### src/rtl/mem_ctrl_pkg.sv
// Shared encodings for the byte-addressable controller in front of the 256x32 RAM:
// access sizes, FSM states, read-wait default and the alignment rule.
package mem_ctrl_pkg;

    localparam int unsigned RD_WAIT_DEF = 2;

    typedef enum logic [1:0] {
        SZ_BYTE = 2'b00,
        SZ_HALF = 2'b01,
        SZ_WORD = 2'b10,
        SZ_RSVD = 2'b11
    } mem_size_e;

    typedef enum logic [1:0] {
        ST_IDLE = 2'b00,
        ST_RD   = 2'b01,
        ST_WR   = 2'b10,
        ST_ACK  = 2'b11
    } mem_state_e;

    // Reserved size and any access not naturally aligned to its own width is refused.
    function automatic logic access_bad(input mem_size_e size, input logic [1:0] lane);
        case (size)
            SZ_BYTE: return 1'b0;
            SZ_HALF: return lane[0];
            SZ_WORD: return (lane != 2'b00);
            default: return 1'b1;
        endcase
    endfunction

endpackage

### src/rtl/mem_lane_align.sv
// Little-endian lane handling: extract/extend a load from a RAM word, and merge
// sub-word store data into a RAM word for read-modify-write.
module mem_lane_align
    import mem_ctrl_pkg::*;
(
    input  logic [31:0] rword_i,
    input  logic [1:0]  lane_i,
    input  mem_size_e   size_i,
    input  logic        sign_i,
    input  logic [15:0] wdata_i,
    output logic [31:0] load_o,
    output logic [31:0] merge_o
);

    logic [7:0]  byte_w;
    logic [15:0] half_w;

    assign byte_w = rword_i[{lane_i, 3'b000} +: 8];
    assign half_w = rword_i[{lane_i[1], 4'b0000} +: 16];

    always_comb begin
        load_o  = rword_i;
        merge_o = rword_i;
        case (size_i)
            SZ_BYTE: begin
                load_o = {{24{sign_i & byte_w[7]}}, byte_w};
                merge_o[{lane_i, 3'b000} +: 8] = wdata_i[7:0];
            end
            SZ_HALF: begin
                load_o = {{16{sign_i & half_w[15]}}, half_w};
                merge_o[{lane_i[1], 4'b0000} +: 16] = wdata_i;
            end
            default: ;
        endcase
    end

endmodule

### src/rtl/mem_ctrl.sv
// Single-port RAM access controller: byte/half/word loads and stores with
// read-modify-write for sub-word stores and a programmable read wait.
//
//   state   | meaning
//   --------+-------------------------------------------------------------
//   ST_IDLE | waiting for req; ack/err of the previous access shown here
//   ST_RD   | ram_adr held, wait_q counts down to the ram_dout sample
//   ST_WR   | ram_wr high for this single cycle
//   ST_ACK  | access finished; ack/err register on leaving this state
module mem_ctrl
    import mem_ctrl_pkg::*;
#(
    parameter int unsigned RD_WAIT = RD_WAIT_DEF
) (
    input  logic        clock,
    input  logic        reset_n,
    input  logic        req,
    input  logic        we,
    input  logic [1:0]  size,
    input  logic        sign,
    input  logic [9:0]  addr,
    input  logic [31:0] wdata,
    output logic [31:0] rdata,
    output logic        ack,
    output logic        err,
    output logic        busy,
    output logic [7:0]  ram_adr,
    output logic [31:0] ram_din,
    output logic        ram_wr,
    input  logic [31:0] ram_dout
);

    mem_state_e  state_q;
    mem_size_e   size_q;
    logic        we_q, sign_q, bad_q;
    logic [1:0]  lane_q;
    logic [15:0] wdata_q;
    logic [1:0]  wait_q;
    logic [31:0] rdata_q, ram_din_q;
    logic [7:0]  ram_adr_q;
    logic        ack_q, err_q, busy_q, ram_wr_q;
    logic [31:0] load_w, merge_w;
    mem_size_e   size_in;

    assign size_in = mem_size_e'(size);

    mem_lane_align u_align (
        .rword_i (ram_dout),
        .lane_i  (lane_q),
        .size_i  (size_q),
        .sign_i  (sign_q),
        .wdata_i (wdata_q),
        .load_o  (load_w),
        .merge_o (merge_w)
    );

    always_ff @(posedge clock or negedge reset_n) begin
        if (!reset_n) begin
            state_q   <= ST_IDLE;
            size_q    <= SZ_BYTE;
            we_q      <= 1'b0;
            sign_q    <= 1'b0;
            bad_q     <= 1'b0;
            lane_q    <= 2'b00;
            wdata_q   <= '0;
            wait_q    <= '0;
            rdata_q   <= '0;
            ram_din_q <= '0;
            ram_adr_q <= '0;
            ack_q     <= 1'b0;
            err_q     <= 1'b0;
            busy_q    <= 1'b0;
            ram_wr_q  <= 1'b0;
        end else begin
            ack_q    <= 1'b0;
            err_q    <= 1'b0;
            ram_wr_q <= 1'b0;
            if (ack_q) busy_q <= 1'b0;

            case (state_q)
                ST_IDLE: begin
                    // The ack cycle is spent in IDLE, so a new request waits one more cycle.
                    if (req && !ack_q) begin
                        busy_q  <= 1'b1;
                        we_q    <= we;
                        size_q  <= size_in;
                        sign_q  <= sign;
                        lane_q  <= addr[1:0];
                        wdata_q <= wdata[15:0];
                        if (access_bad(size_in, addr[1:0])) begin
                            bad_q   <= 1'b1;
                            state_q <= ST_ACK;
                        end else if (we && size_in == SZ_WORD) begin
                            bad_q     <= 1'b0;
                            ram_adr_q <= addr[9:2];
                            ram_din_q <= wdata;
                            ram_wr_q  <= 1'b1;
                            state_q   <= ST_WR;
                        end else begin
                            bad_q     <= 1'b0;
                            ram_adr_q <= addr[9:2];
                            wait_q    <= 2'(RD_WAIT - 1);
                            state_q   <= ST_RD;
                        end
                    end
                end
                ST_RD: begin
                    if (wait_q == 2'd0) begin
                        if (we_q) begin
                            ram_din_q <= merge_w;
                            ram_wr_q  <= 1'b1;
                            state_q   <= ST_WR;
                        end else begin
                            rdata_q <= load_w;
                            state_q <= ST_ACK;
                        end
                    end else begin
                        wait_q <= wait_q - 2'd1;
                    end
                end
                ST_WR: state_q <= ST_ACK;
                ST_ACK: begin
                    ack_q   <= 1'b1;
                    err_q   <= bad_q;
                    state_q <= ST_IDLE;
                end
                default: state_q <= ST_IDLE;
            endcase
        end
    end

    assign rdata   = rdata_q;
    assign ack     = ack_q;
    assign err     = err_q;
    assign busy    = busy_q;
    assign ram_adr = ram_adr_q;
    assign ram_din = ram_din_q;
    assign ram_wr  = ram_wr_q;

endmodule

### config.mk
export PLATFORM = sky130hd
export DESIGN_NAME = mem_ctrl
export DESIGN_NICKNAME = d
export VERILOG_FILES = /design/src/rtl/mem_ctrl_pkg.sv /design/src/rtl/mem_lane_align.sv /design/src/rtl/mem_ctrl.sv
export SDC_FILE = /design/constraint.sdc
export NUM_CORES = 1
export LEC_CHECK = 0
export BUFFER_PORTS_ARGS = -buffer_cell sky130_fd_sc_hd__buf_2
export CAP_MARGIN = 20
export CORE_AREA = 2 2 122 124
export DETAILED_ROUTE_END_ITERATION = 12
export DIE_AREA = 0 0 124 126
export PLACE_DENSITY_LB_ADDON = 0.08
export SYNTH_ARGS = -nofsm -noshare
export SYNTH_HDL_FRONTEND = slang
export SYNTH_SLANG_ARGS = --single-unit
export TNS_END_PERCENT = 10
### constraint.sdc
create_clock -name clock -period 6.3 [get_ports clock]
set_clock_uncertainty 0.2 [all_clocks]
set_input_delay 0.63 -clock clock [delete_from_list [all_inputs] [get_ports clock]]
set_output_delay 0.63 -clock clock [all_outputs]
set_load 0.05 [all_outputs]
==> results of run 1 <==
==> how the worst max path moves through the flow <==
stage / start / to / slack (ns) / cells after the start
after floorplan: lane_q[1] / ram_din[30] / 3.83 / 8
after global placement: state_q[1] / rdata[13] / 2.88 / 7
after CTS: state_q[1] / rdata[13] / 2.77 / 7
after detailed placement: state_q[1] / rdata[13] / 2.79 / 7
after global routing: lane_q[1] / ram_din[24] / 2.78 / 6
final: lane_q[1] / ram_din[12] / 2.94 / 6
==> power by group through the flow <==
stage               combinational (W)  clock [W]  sequential [W]
floorplan                    0.000992          0         0.00190
detailed placement            0.00221          0         0.00126
global placement              0.00219          0         0.00125
global route                  0.00238   0.000596         0.00129
CTS                           0.00223   0.000573         0.00124
finish                        0.00222   0.000559         0.00124
==> stage by stage <==
step,util (%),power [W]
floorplan,-,0.00289
global placement,44.8,0.00344
detailed placement,44.9,0.00347
CTS,46.9,0.00404
global route,47.0,0.00427
finish,47.0,0.00402
==> kinds of logic after synthesis <==
| logic type | after synthesis |
|---|---|
| buffers and inverters | 63 |
| adders and majority gates | 10 |
| muxes | 19 |
| AOI/OAI and AO/OA | 178 |
| and+or+nand+nor | 222 |
| DFF | 103 |
==> cells in the final DEF (no fill, tap or decap), types with 2 or more instances in the layout <==
cell type                     n
sky130_fd_sc_hd__a21boi_0     2
sky130_fd_sc_hd__a21oi_1     19
sky130_fd_sc_hd__a221oi_1    17
sky130_fd_sc_hd__a222oi_1     7
sky130_fd_sc_hd__a22o_1       9
sky130_fd_sc_hd__a22oi_1     16
sky130_fd_sc_hd__a31oi_1     24
sky130_fd_sc_hd__buf_2      155
sky130_fd_sc_hd__buf_4        7
sky130_fd_sc_hd__clkbuf_16    9
sky130_fd_sc_hd__clkinv_2     2
sky130_fd_sc_hd__dfrtp_1    103
sky130_fd_sc_hd__ha_1         9
sky130_fd_sc_hd__inv_1       18
sky130_fd_sc_hd__mux2_2      15
sky130_fd_sc_hd__mux2i_1      4
sky130_fd_sc_hd__nand2_1     91
sky130_fd_sc_hd__nand2b_1    10
sky130_fd_sc_hd__nand3_1      9
sky130_fd_sc_hd__nand3b_1     3
sky130_fd_sc_hd__nor2_1      76
sky130_fd_sc_hd__nor2b_1      7
sky130_fd_sc_hd__nor3_2       2
sky130_fd_sc_hd__nor3b_1      8
sky130_fd_sc_hd__o2111ai_1    8
sky130_fd_sc_hd__o21ai_0     37
sky130_fd_sc_hd__o21ai_1      2
sky130_fd_sc_hd__o21bai_1     2
sky130_fd_sc_hd__o22ai_1      2
sky130_fd_sc_hd__o31ai_2     24
sky130_fd_sc_hd__or2_2        2
==> routing by layer <==
metal  share of wire [%]  vias to the layer above  global-route usage [%]
met2                  46                      190                    35.3
met1                  45                     2470                    31.3
li1                    -                     2402                       -
met4                 1.6                        0                    6.35
met5                   0                        -                       0
met3                 7.2                       21                    4.76
==> sequential cells by signal, summed over array words and instances, names as in the netlist <==
register / flops
bad_q: 1
wait_q: 2
wdata_q: 16
sign_q: 1
ram_din: 32
busy: 1
ack: 1
rdata: 32
ram_wr: 1
we_q: 1
state_q: 2
size_q: 2
ram_adr: 8
err: 1
lane_q: 2
==> cell type report <==
cell class / instances / area [um^2]
multi-input combinational: 429 / 2720
tap: 184 / 230
clock buffer: 10 / 239
timing repair buffer: 163 / 848
sequential: 103 / 2580
inverter: 18 / 67.6
clock inverter: 4 / 47.5
fill: 1418 / 7580
==> out/summary.log, run 1 <==
qor: status.run_status completed
qor: sta.clock.fmax 0.298 GHz
qor: yosys.synth_area_leaders sky130_fd_sc_hd__dfrtp_1 (46%), sky130_fd_sc_hd__nand2_1 (6.1%), sky130_fd_sc_hd__o31ai_2 (5.4%)
qor: worst_setup_path.worst_r2r_path_depth 6
qor: worst_setup_path.cp_num_buf_inv 1
qor: yosys.yosys_warn_count 0
qor: power_and_ir_drop.internal-power 0.00190 W
qor: floorplan.initial_utilization 39.0%
qor: floorplan.die_w 124 um
qor: sta.worst_slew_margin_rel 39.9%
qor: clocking.clk_pin_slew 0.07 ns
qor: placement.place_ws 2.79 ns
qor: routing.finalWirelength 17500 um
qor: cells_and_area.share_of_layout_cells_above_drive_strength_1 31.4%
qor: cells_and_area.num_antenna_cells 0
qor: worst_setup_path.worstPathCellList inv_1 > ha_1 > nor4_4 > and4_1 > a221oi_1 > o31ai_2
qor: yosys.yosys.cell_types.count 53
qor: sta.final_period_minus_worst_setup_slack 3.36 ns
qor: cells_and_area.stdcell_count 911
qor: yosys.post_synth_most_frequent_cells sky130_fd_sc_hd__dfrtp_1 (103), sky130_fd_sc_hd__nand2_1 (91), sky130_fd_sc_hd__nor2_1 (78)
qor: floorplan.placement_rows 44
qor: floorplan.fp.dieArea 15600 um^2
qor: worst_setup_path.critical_path_class flip-flop to flip-flop
qor: clocking.clk_path_buf_depth 2
qor: worst_setup_path.setup.reg_to_reg.worst_slack 2.94 ns
qor: grt.grt_start_max_net_pins 73
qor: placement.hpwlAfterDp 12800 um
qor: sta.final_min_period_over_clock_period 53.3%
qor: yosys.synth_compound_area_share 24.4%
qor: sta.tightest_slew 0.901 ns
qor: yosys.synth-edff-count 0
qor: placement.placedInstanceArea 6420 um^2
qor: yosys.syn_area 5580 um^2
qor: cells_and_area.area_growth 20.7%
qor: placement.dpl.cell_count 896
qor: yosys.synth.yosys.seq_area_share 46.2%
qor: cells_and_area.final_net_count 815
qor: routing.wire_per_inst 19.2 um
qor: worst_setup_path.critPathMaxFanout 25
qor: clocking.clock_root_buffer sky130_fd_sc_hd__clkbuf_16
qor: worst_setup_path.cp-end-kind flip-flop
qor: clocking.cts.sink_count 103
qor: worst_setup_path.setup.worst_path.start_class flip-flop
qor: yosys.yosys.area_share.xor_xnor 0%
qor: yosys.synthArstFlopShare 100%
qor: worst_setup_path.worst_path_dominant_cell_family simple AND/OR/NAND/NOR gates
qor: yosys.ys.flop_type sky130_fd_sc_hd__dfrtp_1
qor: power_and_ir_drop.sw_frac_of_total 52.8%
qor: placement.port_buffers 156
qor: routing.post_drt_via_cell_ratio 5.58
qor: yosys.synthDominantCellAreaShare 46.2%
qor: worst_setup_path.arrival 3.42 ns
qor: routing.drc 0
qor: sta.slew_violations 0
qor: yosys.yosys.cell_count.top_type sky130_fd_sc_hd__dfrtp_1
qor: clocking.cts_setup_buffers 0
qor: worst_setup_path.timing.rr.start lane_q[1]
qor: routing.detailed_router_s_first_iteration_violation_count 438
qor: grt.global_route.overflow_total 0
qor: yosys.mappedNetlistNets 686
qor: worst_setup_path.crit_path_largest_cell_delay 0.91 ns
qor: yosys.syn_area_per_cell 9.37 um^2
qor: worst_setup_path.timing.critical_path.slowest_stage_cell sky130_fd_sc_hd__dfrtp_1
qor: worst_setup_path.timing.rr.end ram_din[12]
qor: power_and_ir_drop.p_sw 0.00212 W
qor: clocking.ctsHoldBuffers 0
qor: floorplan.design.core.area 14300 um^2
qor: clocking.ctsResizeCount 0
qor: power_and_ir_drop.peakVddDrop 0.000345 V
qor: clocking.cts.htree.levels 3
qor: routing.detailroute.via_count 5083
qor: grt.grt_first_pass_wirelength 26600 um
qor: yosys.yosys-mux-area-fraction 3.75%
qor: yosys.synth_top_cell_by_area sky130_fd_sc_hd__dfrtp_1
qor: power_and_ir_drop.total_leakage_power 3.09 nW
qor: sta.setup_viol 0
qor: run.drv_cap 0
qor: clocking.cts-buffers-inserted 9
qor: grt.grt_antenna_before_repair 0
qor: power_and_ir_drop.pwr-share-comb 55.2%
qor: yosys.ys_seq_elements 103
qor: yosys.synth_simple_gate_area_share 18.1%
qor: grt.via_count_of_the_first_global_routing_pass 4715
qor: sta.final-hold-violation-count 0
qor: grt.grt_use_total 22.4%
qor: cells_and_area.final_instance_area 6730 um^2
qor: worst_setup_path.critical_path_required 6.36 ns
qor: floorplan.floorplan.die.height 126 um
qor: power_and_ir_drop.power.clock.fraction 13.9%
qor: routing.detail_route.first_pass.iterations 5
qor: sta.final_critical_path_setup_slack 2.94 ns
qor: routing.drt.antenna.violating_nets 0
qor: sta.worst_hold_slack 0.0978 ns
qor: sta.setup_tns 0 ns
qor: power_and_ir_drop.power_density 598 nW/um^2
qor: power_and_ir_drop.share_seq_of_total_power 30.9%
qor: placement.place_congestion 0.831
qor: clocking.insertion_delay 0.35 ns
qor: yosys.syn-instance-count 595
qor: yosys.main_combinational_cell_family_by_area_after_synthesis compound AO/OA/AOI/OAI gates
qor: floorplan.boundaryPins 157
qor: yosys.synthAdderAreaFrac 2.24%
qor: sta.grt_setup_unrepaired no
qor: hold_path.hold_class input port to async pin
qor: clocking.tritoncts done
Note: power is estimated with default switching activity, not from simulation.
==> run 2: changes to the inputs <==
Clock period 6.3 ns to 3.31 ns, I/O delays scaled along.
==> out/summary.log, run 2 (synthesis results as in run 1) <==
qor: status.run_status completed [unchanged]
qor: routing.wire_per_inst 19.1 um [was 19.2 um]
qor: worst_setup_path.cp-end-kind flip-flop [unchanged]
qor: worst_setup_path.worstPathCellList inv_1 > ha_1 > nor4_4 > and4_1 > a221oi_1 > o31ai_2 [unchanged]
qor: clocking.insertion_delay 0.36 ns [was 0.35 ns]
qor: sta.worst_slew_margin_rel 40.4% [was 39.9%]
qor: cells_and_area.num_antenna_cells 0 [unchanged]
qor: clocking.clock_root_buffer sky130_fd_sc_hd__clkbuf_16 [unchanged]
qor: floorplan.die_w 124 um [unchanged]
qor: routing.detail_route.first_pass.iterations 5 [unchanged]
qor: placement.place_congestion 0.822 [was 0.831]
qor: sta.tightest_slew 0.887 ns [was 0.901 ns]
qor: floorplan.floorplan.die.height 126 um [unchanged]
qor: cells_and_area.commonest_cells_after_routing_fill_and_taps_aside sky130_fd_sc_hd__buf_2 (155), sky130_fd_sc_hd__dfrtp_1 (103), sky130_fd_sc_hd__nand2_1 (91) [unchanged]
qor: cells_and_area.share_of_layout_cells_above_drive_strength_1 31.4% [about the same]
qor: sta.final-hold-violation-count 0 [unchanged]
qor: power_and_ir_drop.sw_frac_of_total 53.3% [was 52.8%]
qor: floorplan.initial_utilization 39.0% [unchanged]
qor: cells_and_area.final_net_count 841 [was 815]
qor: routing.post_drt_via_cell_ratio 5.50 [was 5.58]
qor: routing.finalWirelength 17900 um [was 17500 um]
qor: power_and_ir_drop.p_sw 0.00409 W [was 0.00212 W]
qor: clocking.tritoncts done [unchanged]
qor: power_and_ir_drop.pwr-share-comb 57.2% [was 55.2%]
qor: placement.hpwlAfterDp 13100 um [was 12800 um]
qor: cells_and_area.layout.cells.most_common sky130_fd_sc_hd__buf_2 [unchanged]
qor: sta.grt_setup_unrepaired no [unchanged]
qor: routing.highest_layer met4 [unchanged]
qor: grt.grt_first_pass_wirelength 27800 um [was 26600 um]
qor: placement.port_buffers 156 [unchanged]
qor: power_and_ir_drop.power.clock.fraction 13.1% [was 13.9%]
qor: routing.drt.antenna.violating_nets 0 [unchanged]
qor: sta.clock.fmax 0.374 GHz [was 0.298 GHz]
qor: hold_path.min-delay-start addr[8]
qor: clocking.clk_pin_slew 0.07 ns [about the same]
qor: routing.detailed_router_s_first_iteration_violation_count 464 [was 438]
qor: floorplan.fp.dieArea 15600 um^2 [unchanged]
qor: sta.setup_tns 0 ns [unchanged]
qor: worst_setup_path.worst_path_dominant_cell_family simple AND/OR/NAND/NOR gates [unchanged]
qor: cells_and_area.area_growth 25.1% [was 20.7%]
qor: worst_setup_path.critical_path_required 3.38 ns [was 6.36 ns]
qor: power_and_ir_drop.internal-power 0.00359 W [was 0.00190 W]
qor: worst_setup_path.critical_path_class flip-flop to flip-flop [unchanged]
qor: sta.final_min_period_over_clock_period 80.7% [was 53.3%]
qor: placement.place_ws 0.696 ns [was 2.79 ns]
qor: worst_setup_path.crit_path_largest_cell_delay 0.56 ns [was 0.91 ns]
qor: grt.via_count_of_the_first_global_routing_pass 4905 [was 4715]
qor: grt.grt_antenna_before_repair 0 [unchanged]
qor: floorplan.design.core.area 14300 um^2 [unchanged]
qor: power_and_ir_drop.total_leakage_power 3.19 nW [was 3.09 nW]
qor: power_and_ir_drop.peakVddDrop 0.000491 V [was 0.000345 V]
qor: sta.final_period_minus_worst_setup_slack 2.67 ns [was 3.36 ns]
qor: worst_setup_path.timing.rr.start lane_q[0] [was lane_q[1]]
qor: grt.grt_use_total 23.3% [was 22.4%]
qor: hold_path.hold_class input port to flip-flop [was input port to async pin]
qor: worst_setup_path.timing.critical_path.slowest_stage_cell sky130_fd_sc_hd__nor4_4 [was sky130_fd_sc_hd__dfrtp_1]
qor: power_and_ir_drop.power_density 1100 nW/um^2 [was 598 nW/um^2]
qor: worst_setup_path.arrival 2.74 ns [was 3.42 ns]
qor: sta.slew_violations 0 [unchanged]
qor: grt.global_route.overflow_total 0 [unchanged]
qor: routing.routed_length_on_met2 8240 um [was 8100 um]
qor: worst_setup_path.timing.critical_path.from lane_q[0] [was lane_q[1]]
qor: floorplan.placement_rows 44 [unchanged]
qor: floorplan.boundaryPins 157 [unchanged]
qor: clocking.ctsResizeCount 0 [unchanged]
qor: worst_setup_path.setup.worst_path.start_class flip-flop [unchanged]
qor: sta.final_critical_path_setup_slack 0.638 ns [was 2.94 ns]
qor: run.drv_cap 0 [unchanged]
qor: sta.setup_viol 0 [unchanged]
qor: clocking.clk_path_buf_depth 2 [unchanged]
qor: clocking.cts.sink_count 103 [unchanged]
qor: clocking.cts_setup_buffers 0 [unchanged]
qor: routing.met3_length 1120 um [was 1260 um]
qor: worst_setup_path.critPathMaxFanout 10 [was 25]
qor: routing.drc 0 [unchanged]
qor: clocking.cts-buffers-inserted 9 [unchanged]
qor: power_and_ir_drop.share_seq_of_total_power 29.7% [was 30.9%]
qor: grt.grt_start_max_net_pins 60 [was 73]
qor: worst_setup_path.cp_num_buf_inv 1 [unchanged]
qor: routing.detailroute.via_count 5162 [was 5083]
qor: clocking.cts.htree.levels 3 [unchanged]
qor: clocking.ctsHoldBuffers 19 [was 0]
qor: routing.m1WireLength 8220 um [was 7860 um]
## run 2: cell types whose count changed in the layout (fill, tap and decap cells not counted)
cell and delta:
sky130_fd_sc_hd__dlygate4sd3_1 +19, sky130_fd_sc_hd__bufinv_16 -1, sky130_fd_sc_hd__buf_4 +6, sky130_fd_sc_hd__buf_12 +1
sky130_fd_sc_hd__clkbuf_8 -1, sky130_fd_sc_hd__clkinv_2 -1, sky130_fd_sc_hd__clkinvlp_4 +5
## run 2: path summary, 6_finish.rpt
kind	slack, ns	cells after the start	to
worst max-delay path	0.64	6	ram_din[12]
worst min-delay path	0.006	2	ram_adr[6]
worst max register to register	0.64	6	ram_din[12]
worst min register to register	0.28	2	ram_din[28]
max in group asynchronous	1.79	3	ram_adr[5]
min in group asynchronous	0.39	2	ram_din[24]
## run 2: area by class of cell
cell class,count,area (um^2)
fill,1416,7340
multi-input combinational,429,2720
sequential,103,2580
timing repair buffer,189,1100
tap,184,230
clock buffer,9,225
inverter,18,67.6
clock inverter,7,50.0
## run 2: per-stage QoR
stage / total power (W) / utilization, % / cell area, um^2 / hold slack (ns) / std cells
floorplan: 0.00551 / - / 5580 / -0.165 / 595
global placement: 0.00660 / 45.4 / 6500 / 0.254 / 903
detailed placement: 0.00667 / 45.5 / 6510 / 0.265 / 904
CTS: 0.00771 / 48.7 / 6980 / 0.0000142 / 939
global route: 0.00816 / 48.7 / 6980 / 0.0113 / 939
finish: 0.00768 / 48.7 / 6980 / 0.00592 / 939
## run 2: power by group through the flow
stage	Clock [W]	Sequential, W	Combinational [W]
after detailed placement	0	0.00230	0.00437
final	0.00101	0.00228	0.00439
after global placement	0	0.00229	0.00432
after global routing	0.00108	0.00235	0.00474
after CTS	0.00104	0.00228	0.00440
after floorplan	0	0.00362	0.00189
## run 2: per-layer routing
layer	GRT usage, %	vias to the layer above
li1	-	2449
met1	33.2	2509
met2	36.3	180
met3	3.76	24
met4	7.27	0
met5	0	-
## run 2: worst register-to-register path: stages, from the launching register on
cell and delay [ns]:
sky130_fd_sc_hd__dfrtp_1 0.46, sky130_fd_sc_hd__inv_1 0.15, sky130_fd_sc_hd__ha_1 0.28, sky130_fd_sc_hd__nor4_4 0.56
sky130_fd_sc_hd__and4_1 0.52, sky130_fd_sc_hd__a221oi_1 0.17, sky130_fd_sc_hd__o31ai_2 0.25
==> run 3: changes to the inputs <==
Clock period 3.31 ns to 2.5 ns, I/O delays scaled along.
==> out/summary.log, run 3 (synthesis results as in run 1) <==
qor: worst_setup_path.critical_path_required 2.56 ns [was 3.38 ns]
qor: sta.setup_viol 0 [unchanged]
qor: worst_setup_path.cp-end-kind flip-flop [unchanged]
qor: cells_and_area.multi_input_comb_area 2720 um^2 [unchanged]
qor: grt.grt_antenna_before_repair 0 [unchanged]
qor: clocking.clock_root_buffer sky130_fd_sc_hd__clkbuf_16 [unchanged]
qor: hold_path.min_delay_worst_endpoint rdata[28] [was ram_adr[6]]
qor: floorplan.die_w 124 um [unchanged]
qor: sta.final_min_period_over_clock_period 93.3%
qor: cells_and_area.share_of_layout_cells_above_drive_strength_1 31.4% [about the same]
qor: cells_and_area.layout.cells.most_common sky130_fd_sc_hd__buf_2 [unchanged]
qor: power_and_ir_drop.total_leakage_power 3.38 nW [was 3.19 nW]
qor: sta.final_period_minus_worst_setup_slack 2.33 ns
qor: run.drv_cap 0 [unchanged]
qor: grt.grt_start_max_net_pins 56 [was 60]
qor: clocking.cts_setup_buffers 0 [unchanged]
qor: status.run_status completed [unchanged]
qor: sta.tightest_slew 0.626 ns [was 0.887 ns]
qor: sta.slew_violations 0 [unchanged]
qor: worst_setup_path.critical_path_class input port to flip-flop [was flip-flop to flip-flop]
qor: worst_setup_path.critPathMaxFanout 32 [was 10]
qor: power_and_ir_drop.design_power_total 0.0106 W [was 0.00768 W]
qor: worst_setup_path.setup.worst_path.start_class input port [was flip-flop]
qor: clocking.cts.htree.levels 3 [unchanged]
qor: sta.clock.fmax 0.429 GHz
qor: placement.hpwlAfterDp 13000 um [was 13100 um]
qor: floorplan.fp.dieArea 15600 um^2 [unchanged]
qor: power_and_ir_drop.peakVddDrop 0.000655 V [was 0.000491 V]
qor: floorplan.boundaryPins 157 [unchanged]
qor: floorplan.initial_utilization 39.0% [unchanged]
qor: floorplan.placement_rows 44 [unchanged]
qor: routing.detailroute.via_count 5340 [was 5162]
qor: routing.detailed_router_s_first_iteration_violation_count 524 [was 464]
qor: cells_and_area.area_growth 31.9% [was 25.1%]
qor: worst_setup_path.timing.rr.start state_q[0] [was lane_q[0]]
qor: sta.worst_slew_margin_rel 58.2% [was 40.4%]
qor: worst_setup_path.crit_path_largest_cell_delay 0.54 ns [was 0.56 ns]
qor: worst_setup_path.cp.depth 6 [unchanged]
qor: hold_path.min-delay-start ram_dout[28] [was addr[8]]
qor: hold_path.min_path_cells 3 [was 2]
qor: worst_setup_path.setup.reg_to_reg.worst_slack 0.18 ns [was 0.64 ns]
qor: floorplan.design.core.area 14300 um^2 [unchanged]
qor: routing.drt.antenna.violating_nets 0 [unchanged]
qor: placement.place_congestion 0.818 [was 0.822]
qor: grt.grt_use_total 22.6% [was 23.3%]
qor: sta.grt_setup_unrepaired no [unchanged]
qor: clocking.clk_path_buf_depth 2 [unchanged]
qor: clocking.cts-buffers-inserted 9 [unchanged]
qor: worst_setup_path.worstPathCellList dlygate4sd3_1 > buf_2 > or3_1 > o41a_2 > buf_4 > o31ai_2 [was inv_1 > ha_1 > nor4_4 > and4_1 > a221oi_1 > o31ai_2]
qor: clocking.tritoncts done [unchanged]
qor: sta.setup_tns 0 ns [unchanged]
qor: power_and_ir_drop.power_density 1440 nW/um^2 [was 1100 nW/um^2]
qor: cells_and_area.layout.area.seq 2580 um^2 [unchanged]
qor: routing.finalWirelength 17500 um [was 17900 um]
qor: worst_setup_path.timing.rr.end ram_din[25] [was ram_din[12]]
qor: routing.post_drt_via_cell_ratio 5.51 [was 5.50]
qor: grt.via_count_of_the_first_global_routing_pass 5094 [was 4905]
qor: grt.global_route.overflow_total 0 [unchanged]
qor: clocking.insertion_delay 0.35 ns [was 0.36 ns]
qor: grt.grt_first_pass_wirelength 27100 um [was 27800 um]
qor: clocking.clk_pin_slew 0.08 ns [was 0.07 ns]
qor: clocking.ctsResizeCount 0 [unchanged]
qor: sta.final-hold-violation-count 0 [unchanged]
qor: floorplan.floorplan.die.height 126 um [unchanged]
qor: routing.wire_per_inst 18.1 um [was 19.1 um]
qor: worst_setup_path.worst_r2r_path_depth 6 [unchanged]
qor: worst_setup_path.timing.critical_path.slowest_stage_cell sky130_fd_sc_hd__dlygate4sd3_1 [was sky130_fd_sc_hd__nor4_4]
qor: worst_setup_path.arrival 2.39 ns [was 2.74 ns]
qor: placement.port_buffers 156 [unchanged]
qor: routing.detail_route.first_pass.iterations 6 [was 5]
qor: cells_and_area.fill_cells 1396 [was 1416]
qor: clocking.cts.sink_count 103 [unchanged]
qor: hold_path.hold_class input port to flip-flop [unchanged]
qor: cells_and_area.final_net_count 872 [was 841]
qor: routing.drc 0 [unchanged]
qor: worst_setup_path.worst_path_dominant_cell_family buffers and inverters [was simple AND/OR/NAND/NOR gates]
qor: worst_setup_path.cp_num_buf_inv 3 [was 1]
qor: cells_and_area.commonest_cells_after_routing_fill_and_taps_aside sky130_fd_sc_hd__buf_2 (155), sky130_fd_sc_hd__dfrtp_1 (103), sky130_fd_sc_hd__nand2_1 (91) [unchanged]
qor: cells_and_area.num_antenna_cells 0 [unchanged]
run 3: cell type report:
class                   count  share of cell area, %
multi-input cells         429                   37.0
flip-flops and latches    103                   35.0
repair buffers            220                   19.2
well taps                 184                   3.13
clock buffers               9                   3.06
clock inverters             7                   1.63
inverters                  18                  0.919
run 3: repair_timing:
| item | CTS | global route |
|---|---|---|
| hold endpoints to repair | 116 | 0 |
| setup endpoints to repair | 0 | 0 |
| hold buffers | 40 | 0 |
run 3: layer usage:
metal | vias to the layer above | track usage (%) | routed length (um)
met1 | 2582 | 31.5 | 8010
met3 | 33 | 4.26 | 1100
met2 | 212 | 35.4 | 8020
met5 | - | 0 | 0
met4 | 0 | 7.27 | 393
li1 | 2513 | - | -
run 3: power breakdown:
| part | internal, W | switching, W | total [W] |
|---|---|---|---|
| logic | 0.00179 | 0.00417 | 0.00596 |
| registers | 0.00242 | 0.000578 | 0.00300 |
| clock network | 0.000983 | 0.000652 | 0.00163 |
run 3: metrics by stage:
step           area [um^2]  cells  hold WS, ns  worst slack (ns)  utilization, %
6_report              7360    970       0.0101             0.168            51.4
5_1_grt               7360    970      0.00245            0.0722            51.4
4_1_cts               7350    969      0.00282             0.151            51.3
3_5_place_dp          6600    913      -0.0284             0.154            46.1
3_3_place_gp          6600    913      -0.0258             0.277            46.1
2_1_floorplan         5580    595       -0.246            0.0311               -
run 3: how the worst max path moves through the flow:
| stage | start | endpoint |
|---|---|---|
| 2_1_floorplan | lane_q[1] | ram_din[30] |
| 3_3_place_gp | lane_q[1] | rdata[19] |
| 3_5_place_dp | lane_q[1] | rdata[18] |
| 4_1_cts | lane_q[1] | rdata[22] |
| 5_1_grt | state_q[1] | ram_din[11] |
| 6_report | size[0] | ram_din[25] |
run 3: worst register-to-register path, stage by stage, from the launching register on:
cell and delay, ns:
sky130_fd_sc_hd__dfrtp_1 0.40, sky130_fd_sc_hd__inv_1 0.11, sky130_fd_sc_hd__ha_1 0.29, sky130_fd_sc_hd__nand3b_1 0.13, sky130_fd_sc_hd__o41a_2 0.53, sky130_fd_sc_hd__buf_4 0.27
sky130_fd_sc_hd__o31ai_2 0.30
